## config.mk

```make
export PLATFORM = sky130hd
export DESIGN_NAME = game_timer
export DESIGN_NICKNAME = d
export VERILOG_FILES = /design/src/rtl/game_timer_pkg.sv /design/src/rtl/game_timer_eighth_prescaler.sv /design/src/rtl/game_timer.sv
export SDC_FILE = /design/constraint.sdc
export NUM_CORES = 1
export LEC_CHECK = 0
export ABC_AREA = 1
export CAP_MARGIN = 20
export CORE_MARGIN = 10
export CORE_UTILIZATION = 50
export DETAILED_ROUTE_END_ITERATION = 6
export GPL_TIMING_DRIVEN = 0
export HOLD_SLACK_MARGIN = 0.08
export PLACE_DENSITY = 0.71
export SLEW_MARGIN = 20
export SYNTH_ARGS = -nofsm -noshare
export SYNTH_HDL_FRONTEND = slang
export SYNTH_SLANG_ARGS = --single-unit
export TNS_END_PERCENT = 20
```

## constraint.sdc

```tcl
create_clock -name clk -period 4.85 [get_ports clk]
set_input_delay 1.2125 -clock clk [delete_from_list [all_inputs] [get_ports clk]]
set_output_delay 1.2125 -clock clk [all_outputs]
set_load 0.01 [all_outputs]
```

## src/rtl/game_timer_pkg.sv

```systemverilog
// Shared types and constants for the round timer: FSM states, mode encoding and
// counter widths used by game_timer and its prescaler.
package game_timer_pkg;

   typedef enum logic [1:0] {
      StIdle   = 2'd0,
      StRun    = 2'd1,
      StPaused = 2'd2,
      StDone   = 2'd3
   } timer_state_e;

   localparam logic ModeFree    = 1'b0;
   localparam logic ModeLimited = 1'b1;

   localparam int unsigned SecW = 10;
   localparam int unsigned RemW = 3;

   localparam logic [SecW-1:0] SecMax      = '1;
   localparam int unsigned     LimitedTime = 60;

   // Seconds counter saturates rather than wrapping.
   function automatic logic [SecW-1:0] sec_sat_inc(input logic [SecW-1:0] s);
      return (s == SecMax) ? s : s + SecW'(1);
   endfunction

endpackage

```

## src/rtl/game_timer_eighth_prescaler.sv

```systemverilog
// Divides the system clock down to eighth-second strobes; tc is high in the
// terminal-count cycle while enabled.
module game_timer_eighth_prescaler
   import game_timer_pkg::*;
#(
   parameter int unsigned DIV = 4
) (
   input  logic clk,
   input  logic rst,
   input  logic clr,
   input  logic en,
   output logic tc
);

   localparam int unsigned    CntW = (DIV > 1) ? $clog2(DIV) : 1;
   localparam logic [CntW-1:0] Last = CntW'(DIV - 1);

   logic [CntW-1:0] cnt_q, cnt_d;

   assign tc = en && (cnt_q == Last);

   always_comb begin
      cnt_d = cnt_q;
      if (clr) begin
         cnt_d = '0;
      end else if (en) begin
         cnt_d = tc ? '0 : cnt_q + CntW'(1);
      end
   end

   always_ff @(posedge clk or posedge rst) begin
      if (rst) begin
         cnt_q <= '0;
      end else begin
         cnt_q <= cnt_d;
      end
   end

endmodule

```

## src/rtl/game_timer.sv

```systemverilog
// Round timer: sequences IDLE/RUN/PAUSED/DONE and produces elapsed seconds plus
// the eighth-second phase, freezing on win or LIMITED-mode time-out.
module game_timer
   import game_timer_pkg::*;
#(
   parameter int unsigned EIGHTH_DIV = 12_500_000,
   parameter int unsigned LIMIT      = LimitedTime
) (
   input  logic            clk,
   input  logic            rst,
   input  logic            start,
   input  logic            pause,
   input  logic            mode,
   input  logic            win,
   output logic [SecW-1:0] sec,
   output logic [RemW-1:0] remainder,
   output logic            tick,
   output logic            running,
   output logic            time_up,
   output logic            won
);

   localparam logic [SecW-1:0] LimitW = SecW'(LIMIT);

   timer_state_e    state_q, state_d;
   logic [SecW-1:0] sec_q, sec_d;
   logic [RemW-1:0] rem_q, rem_d;
   logic            tick_q, tick_d;
   logic            time_up_q, time_up_d;
   logic            won_q, won_d;
   logic            mode_q, mode_d;
   logic            pre_clr, pre_en, pre_tc;

   // Leaving PAUSED advances the prescaler on the same edge, so time resumes at once.
   assign pre_clr = start;
   assign pre_en  = !start && !win && !pause && ((state_q == StRun) || (state_q == StPaused));

   game_timer_eighth_prescaler #(
      .DIV (EIGHTH_DIV)
   ) u_prescaler (
      .clk (clk),
      .rst (rst),
      .clr (pre_clr),
      .en  (pre_en),
      .tc  (pre_tc)
   );

   always_comb begin
      state_d   = state_q;
      sec_d     = sec_q;
      rem_d     = rem_q;
      tick_d    = 1'b0;
      time_up_d = time_up_q;
      won_d     = won_q;
      mode_d    = mode_q;
      if (start) begin
         mode_d    = mode;
         sec_d     = '0;
         rem_d     = '0;
         won_d     = 1'b0;
         time_up_d = 1'b0;
         if ((mode == ModeLimited) && (LimitW == '0)) begin
            state_d   = StDone;
            time_up_d = 1'b1;
         end else begin
            state_d = StRun;
         end
      end else begin
         unique case (state_q)
            StRun, StPaused: begin
               if (win) begin
                  state_d = StDone;
                  won_d   = 1'b1;
               end else if (pause) begin
                  state_d = StPaused;
               end else begin
                  state_d = StRun;
                  if (pre_tc) begin
                     tick_d = 1'b1;
                     rem_d  = rem_q + RemW'(1);
                     if (rem_q == '1) begin
                        sec_d = sec_sat_inc(sec_q);
                        if ((mode_q == ModeLimited) && (sec_q != SecMax) && (sec_d == LimitW)) begin
                           state_d   = StDone;
                           time_up_d = 1'b1;
                        end
                     end
                  end
               end
            end
            default: ;
         endcase
      end
   end

   always_ff @(posedge clk or posedge rst) begin
      if (rst) begin
         state_q   <= StIdle;
         sec_q     <= '0;
         rem_q     <= '0;
         tick_q    <= 1'b0;
         time_up_q <= 1'b0;
         won_q     <= 1'b0;
         mode_q    <= ModeFree;
      end else begin
         state_q   <= state_d;
         sec_q     <= sec_d;
         rem_q     <= rem_d;
         tick_q    <= tick_d;
         time_up_q <= time_up_d;
         won_q     <= won_d;
         mode_q    <= mode_d;
      end
   end

   assign sec       = sec_q;
   assign remainder = rem_q;
   assign tick      = tick_q;
   assign running   = (state_q == StRun);
   assign time_up   = time_up_q;
   assign won       = won_q;

endmodule

```

* Yosys cells after proc, flatten, opt, wreduce, memory -nomap -nowiden
Index checks and enable logic that the tools add are counted.
** Cells by class
- Equal/unequal tests :: 9
- Muxes and demuxes :: 37
- $add $sub $neg :: 3
- Reductions and logical operators :: 21
** Operators by type and width (count)
- two-way mux 24 bit :: 3
- two-way mux 10 bit :: 7
- adder 24 x 1 -> 24 bit, second input constant :: 1
- == test 24 bit, second input constant :: 1
- two-way mux 1 bit :: 15
- two-way mux 3 bit :: 5
- two-way mux 2 bit :: 7
- nonzero test 2 bit :: 6
- adder 10 x 1 -> 10 bit, second input constant :: 1
- == test 10 bit, second input constant :: 1
- == test 10 x 6 -> 1 bit, second input constant :: 1
- != test 10 bit, second input constant :: 1
- logical AND 1 bit :: 6
- AND reduction 6 bit :: 1
- AND reduction 5 bit :: 1
- != test 2 bit, second input constant :: 2
- AND reduction 4 bit :: 1
- adder 3 x 1 -> 3 bit, second input constant :: 1
- == test 3 bit, second input constant :: 1
- zero test 1 bit :: 3
- == test 2 x 1 -> 1 bit, second input constant :: 1
- == test 2 bit, second input constant :: 1
- AND reduction 2 bit :: 1
- OR reduction 2 bit :: 1
- logical OR 1 bit :: 1
** Word-level totals
- Logic and storage cells :: 78
- Register bits after elaboration :: 43
- Bits of input ports :: 6

* Longest topological paths before layout
- Depth in word-level cells :: 11
- Mapped depth :: 15
- Mapped depth without buffers :: 15

* By module
From an unflattened synthesis, not the netlist that was laid out.
** Second synthesis, totals
- Cells, all modules :: 356
- Area, all modules :: 2691.3 um2
** Modules (own cells, without submodules)
- game_timer_eighth_prescaler :: seq. area each 600.6 um2, cells each 211, area each 1590.3 um2, times used 1
- game_timer :: seq. area each 475.5 um2, cells each 145, area each 1101.1 um2, times used 1

* Worst setup path after synthesis
No wires, ideal clock.
- Kind :: in2reg
- Start point :: input port start
- End point :: register u_prescaler.cnt_q[16]
- Setup slack :: 2.474 ns
- Setup time :: 0.071 ns
- Stages :: 14
- Arrival time :: 2.304 ns
- Data required time :: 4.779 ns
- Buffers on the path :: 1
- Cells stage by stage :: buf_6 -> nor2_4 -> nand2_2 -> nand2_4 -> inv_4 -> nor2_8 -> nand2_4 -> nor2_4 -> nand2_2 -> nor2_4 -> nand2_1 -> nand2_1 -> inv_1 -> nor2_1
** On the way
- Word-level cells in the longest chain between the ends :: 8
- Elaborated cells between the ends (all ways) :: 9
** Ends and longest elaborated chain
- start, declared :: RTL line game_timer.sv:11 : input logic start,
- zero test 1 bit :: RTL line game_timer.sv:36 : assign pre_en = !start && !win && !pause && ((state_q == StRun) || (state_q == StPaused));
- logical AND 1 bit (3 in a row) :: RTL line game_timer.sv:36
- logical AND 1 bit :: RTL line game_timer_eighth_prescaler.sv:20 : assign tc = en && (cnt_q == Last);
- two-way mux 24 bit :: RTL line game_timer_eighth_prescaler.sv:27 : cnt_d = tc ? '0 : cnt_q + CntW'(1);
- two-way mux 24 bit :: RTL line game_timer_eighth_prescaler.sv:26 : end else if (en) begin
- two-way mux 24 bit :: RTL line game_timer_eighth_prescaler.sv:24 : if (clr) begin
- end signal, assigned :: RTL line game_timer_eighth_prescaler.sv:35 : cnt_q <= cnt_d;
- end, declared :: RTL line game_timer_eighth_prescaler.sv:18 : logic [CntW-1:0] cnt_q, cnt_d;
Parallel ways exist; a longest one is shown, timed or not. The select of a mux whose other input is x is not followed.
A chain may end at the register's enable or synchronous reset.

* Final worst setup path
- Start point :: input port win
- End point :: register u_prescaler.cnt_q[12]
** On the way
- Word-level cells in the longest chain between the ends :: 8
- Elaborated cells between the ends (all ways) :: 9
** Ends and longest elaborated chain
- start, declared :: RTL line game_timer.sv:14 : input logic win,
- zero test 1 bit * :: RTL line game_timer.sv:36
- logical AND 1 bit * (3 in a row) :: RTL line game_timer.sv:36
- logical AND 1 bit :: RTL line game_timer_eighth_prescaler.sv:20
- two-way mux 24 bit :: RTL line game_timer_eighth_prescaler.sv:27
- two-way mux 24 bit :: RTL line game_timer_eighth_prescaler.sv:26
- two-way mux 24 bit :: RTL line game_timer_eighth_prescaler.sv:24
Mark *: on every way between the ends. The rest lies on a longest branch, timed or not. The select of a mux whose other input is x is not followed.

==> key figures <==
Critical path
  – Crit path kind: in -> reg
  – WP depth: 10
  – Worst Path Buf+Inv: 4
  – Critical Path Most Common Cell: nor2_4
  – CP max stage cell: clkdlybuf4s50_1
  – FF-to-FF path depth: 11
  – Worst path cell trace: clkdlybuf4s50_1 > nor2_4 > nand2_2 > inv_1 > nand3_1 > nor2_4 > nor2_4 > inv_2 > buf_4 > nor3_1
  – Critical Path AT: ~2.9 ns
  – Worst path max stage delay: about 0.54 ns
  – CP max FO: 10
  – Top Family by Delay on Critical Path: buffers and inverters
  – Worst Setup End Kind: register
  – Reg2reg start: sec[0]
  – CP Launch Type: input port
  – Worst R2R Setup Slack: 2.84 ns
  – Req. time, crit path: slightly above 5 ns
  – RR Endpoint: state_q[1]

Placed design
  – Place WS: around 1.9 ns
  – GP Congestion: 0.887
  – # port buffers: 21
  – Post-DP HPWL: about 4500 µm

Finish
  – Area growth syn-to-layout: 16.5%
  – Ant. Diodes: 0
  – Most frequent cells in the layout: nand2_1, dfrtp_1, inv_1
  – Share of layout cells above drive strength 1: between 10% and 20%
  – Most common cell after layout, fill and taps aside: nand2_1
  – Fin nets: between 300 and 400

STA
  – Slew HR: around 70%
  – Period minus WS final: roughly 2.6 ns
  – Peak Freq: roughly 0.38 GHz
  – Clock Skew: approximately 0.0041 ns
  – Period utilisation layout: 54.6%
  – Setup violators final: 0
  – Slew Viols, Final: 0
  – Fin worst setup slack: 2.20 ns
  – Worst slew pin tran: approximately 0.47 ns
  – Total negative setup slack: 0 ns
  – Final hold violations: 0
  – RSZ-0062 raised after global routing: no

Clock tree
  – Root Buffer: clkbuf_8
  – CTS tree: yes
  – Clock sink total: 43
  – Clk pin slew, worst setup/hold paths: 0.08 ns
  – Hold buffer count at cts: 0
  – Clk_lat worst skew: about 0.30 ns
  – Max Root-Sink Buffers: 2
  – Post-CTS sizing: 0
  – Postcts setup bufs: 0
  – H-tree Lvls: 2
  – CTS Buf Count: 5

Routing
  – Drt drc: 0
  – Pre-antenna DRT Iters: 5
  – 1st-iter DRT viols: around 150
  – Final ANT Viol Nets: 0
  – Via count: roughly 2,400
  – Routed wire per std cell: ~13 µm
  – Final WL: between 5000 and 6000 µm
  – Vias/cell: between 5 and 6

Floorplanning
  – Die Height: around 90 µm
  – Die width: a little over 90 µm
  – Initial Util: between 50% and 60%
  – Core box area: about 5100 µm²
  – Die area: ~8600 µm²
  – Row count: 26
  – IO Pins: 23

Synthesis
  – Yosys warning count: 0
  – Distinct cells, synth: 37
  – Synthesis-stage register bit count: between 40 and 50
  – Mean Syn Cell Area: ~7.5 µm²
  – Seq/Total Area, Yosys: about two fifths
  – Post-synthesis cell area: around 2600 µm²
  – Post-synthesis cell count: approximately 360
  – Syn_nets: between 300 and 400
  – Post-synthesis async set-or-reset flop share: between 90% and 100%
  – Main flop type after synthesis: dfrtp_1
  – EDFF count, synth: 0

Pwr
  – Max IR drop VDD: ~0.19 mV
  – Leak: about 1.4 nW
  – Pwr per Cell Area: between 200 and 250 nW/µm²

Job
  – Max_cap viols: 0

Status
  – Outcome: finished, final reports clean

GRT
  – Tot GR Track Use: roughly 14%
  – Total gr overflow: 0
  – Pin count of the biggest net entering global routing: 29
  – First-pass GRT wire length: between 10,000 and 15,000 µm
  – Initial antenna violation count: 0
  – Vias in the first global route: between 2,000 and 2,500

Min path
  – Hold Crit Class: reg -> reg
  – Worst hold endpoint: mode_q
  – HP Start: mode_q
  – Cells on Worst Hold Path: 2
[registers in the layout, indices dropped and copies added, names as in the netlist]
register and count:
remainder 3, time_up 1, tick 1, sec 10
state_q 2, mode_q 1, won 1, u_prescaler.cnt_q 24
[stage by stage]
| stage | utilization, % | total power, mW | cells | hold WS (ns) | area (µm²) |
|---|---|---|---|---|---|
| detailed placement | 58.0 | 0.478 | 447 | 0.470 | 2960 |
| CTS | 60.3 | 0.766 | 455 | 0.490 | 3080 |
| finish | 60.3 | 0.754 | 455 | 0.487 | 3080 |
| floorplan | - | 0.444 | 355 | 0.443 | 2650 |
| global route | 60.3 | 0.796 | 455 | 0.517 | 3080 |
| global placement | 57.6 | 0.474 | 446 | 0.467 | 2940 |
[how the worst max path moves through the flow]
stage / from / endpoint / slack, ns
3_3_place_gp: rst / u_prescaler.cnt_q[14] / 1.71
5_1_grt: win / u_prescaler.cnt_q[6] / 2.00
2_1_floorplan: start / u_prescaler.cnt_q[16] / 2.47
6_report: win / u_prescaler.cnt_q[12] / 2.20
3_5_place_dp: win / u_prescaler.cnt_q[12] / 1.86
4_1_cts: win / u_prescaler.cnt_q[4] / 2.19
[cell families (layout without fill, tap and decap cells)]
group,after synthesis,after routing,synth area share (%)
compound gates,35,35,7.62
xor+xnor,7,7,2.32
fa+ha+maj,5,5,2.37
buf+inv,52,82,7.99
flops,43,43,40.7
simple gates,213,213,39.0
[routing by layer]
metal,up-vias,part of all wire (%),global-route usage [%]
met3,6,6.7,3.31
met2,73,43,20.7
li1,1210,-,-
met5,-,0,0
met4,0,1.2,4.24
met1,1108,49,19.5
[final cells by class]
type,instances,area [µm²]
Multi-Input combinational cell,260,1360
Sequential cell,43,1080
Inverter,46,175
Clock inverter,2,35.0
Buffer,6,36.3
Fill cell,491,2030
Tap cell,70,87.6
Clock buffer,6,82.6
Timing Repair Buffer,22,230
[synth_stat cells (5+ instances only)]
| cell type | instances | area share, % |
|---|---|---|
| nand2_1 | 94 | 13 |
| dfrtp_1 | 43 | 41 |
| inv_1 | 42 | 6.0 |
| nor2_1 | 40 | 5.7 |
| nand3_1 | 30 | 5.7 |
| nor3_1 | 14 | 2.6 |
| a21oi_1 | 12 | 2.3 |
| nand4_1 | 12 | 2.8 |
| o21ai_0 | 11 | 2.1 |
| nor2_4 | 7 | 3.0 |
| ha_1 | 5 | 2.4 |
| xor2_1 | 5 | 1.7 |
[worst register-to-register path: cells and delay by family (launching register included)]
kind	cells	cell delay [ns]
compound gates	1	0.21
fa+ha+maj	1	0.25
flops	1	0.48
simple gates	9	1.00
[report_power, final]
group / total, mW / switching (mW) / leakage [nW] / internal, mW
clock network: 0.286 / 0.119 / 0.0612 / 0.167
logic: 0.0926 / 0.0558 / 0.760 / 0.0368
registers: 0.376 / 0.00697 / 0.592 / 0.369
(Power assumes the default switching activity.)
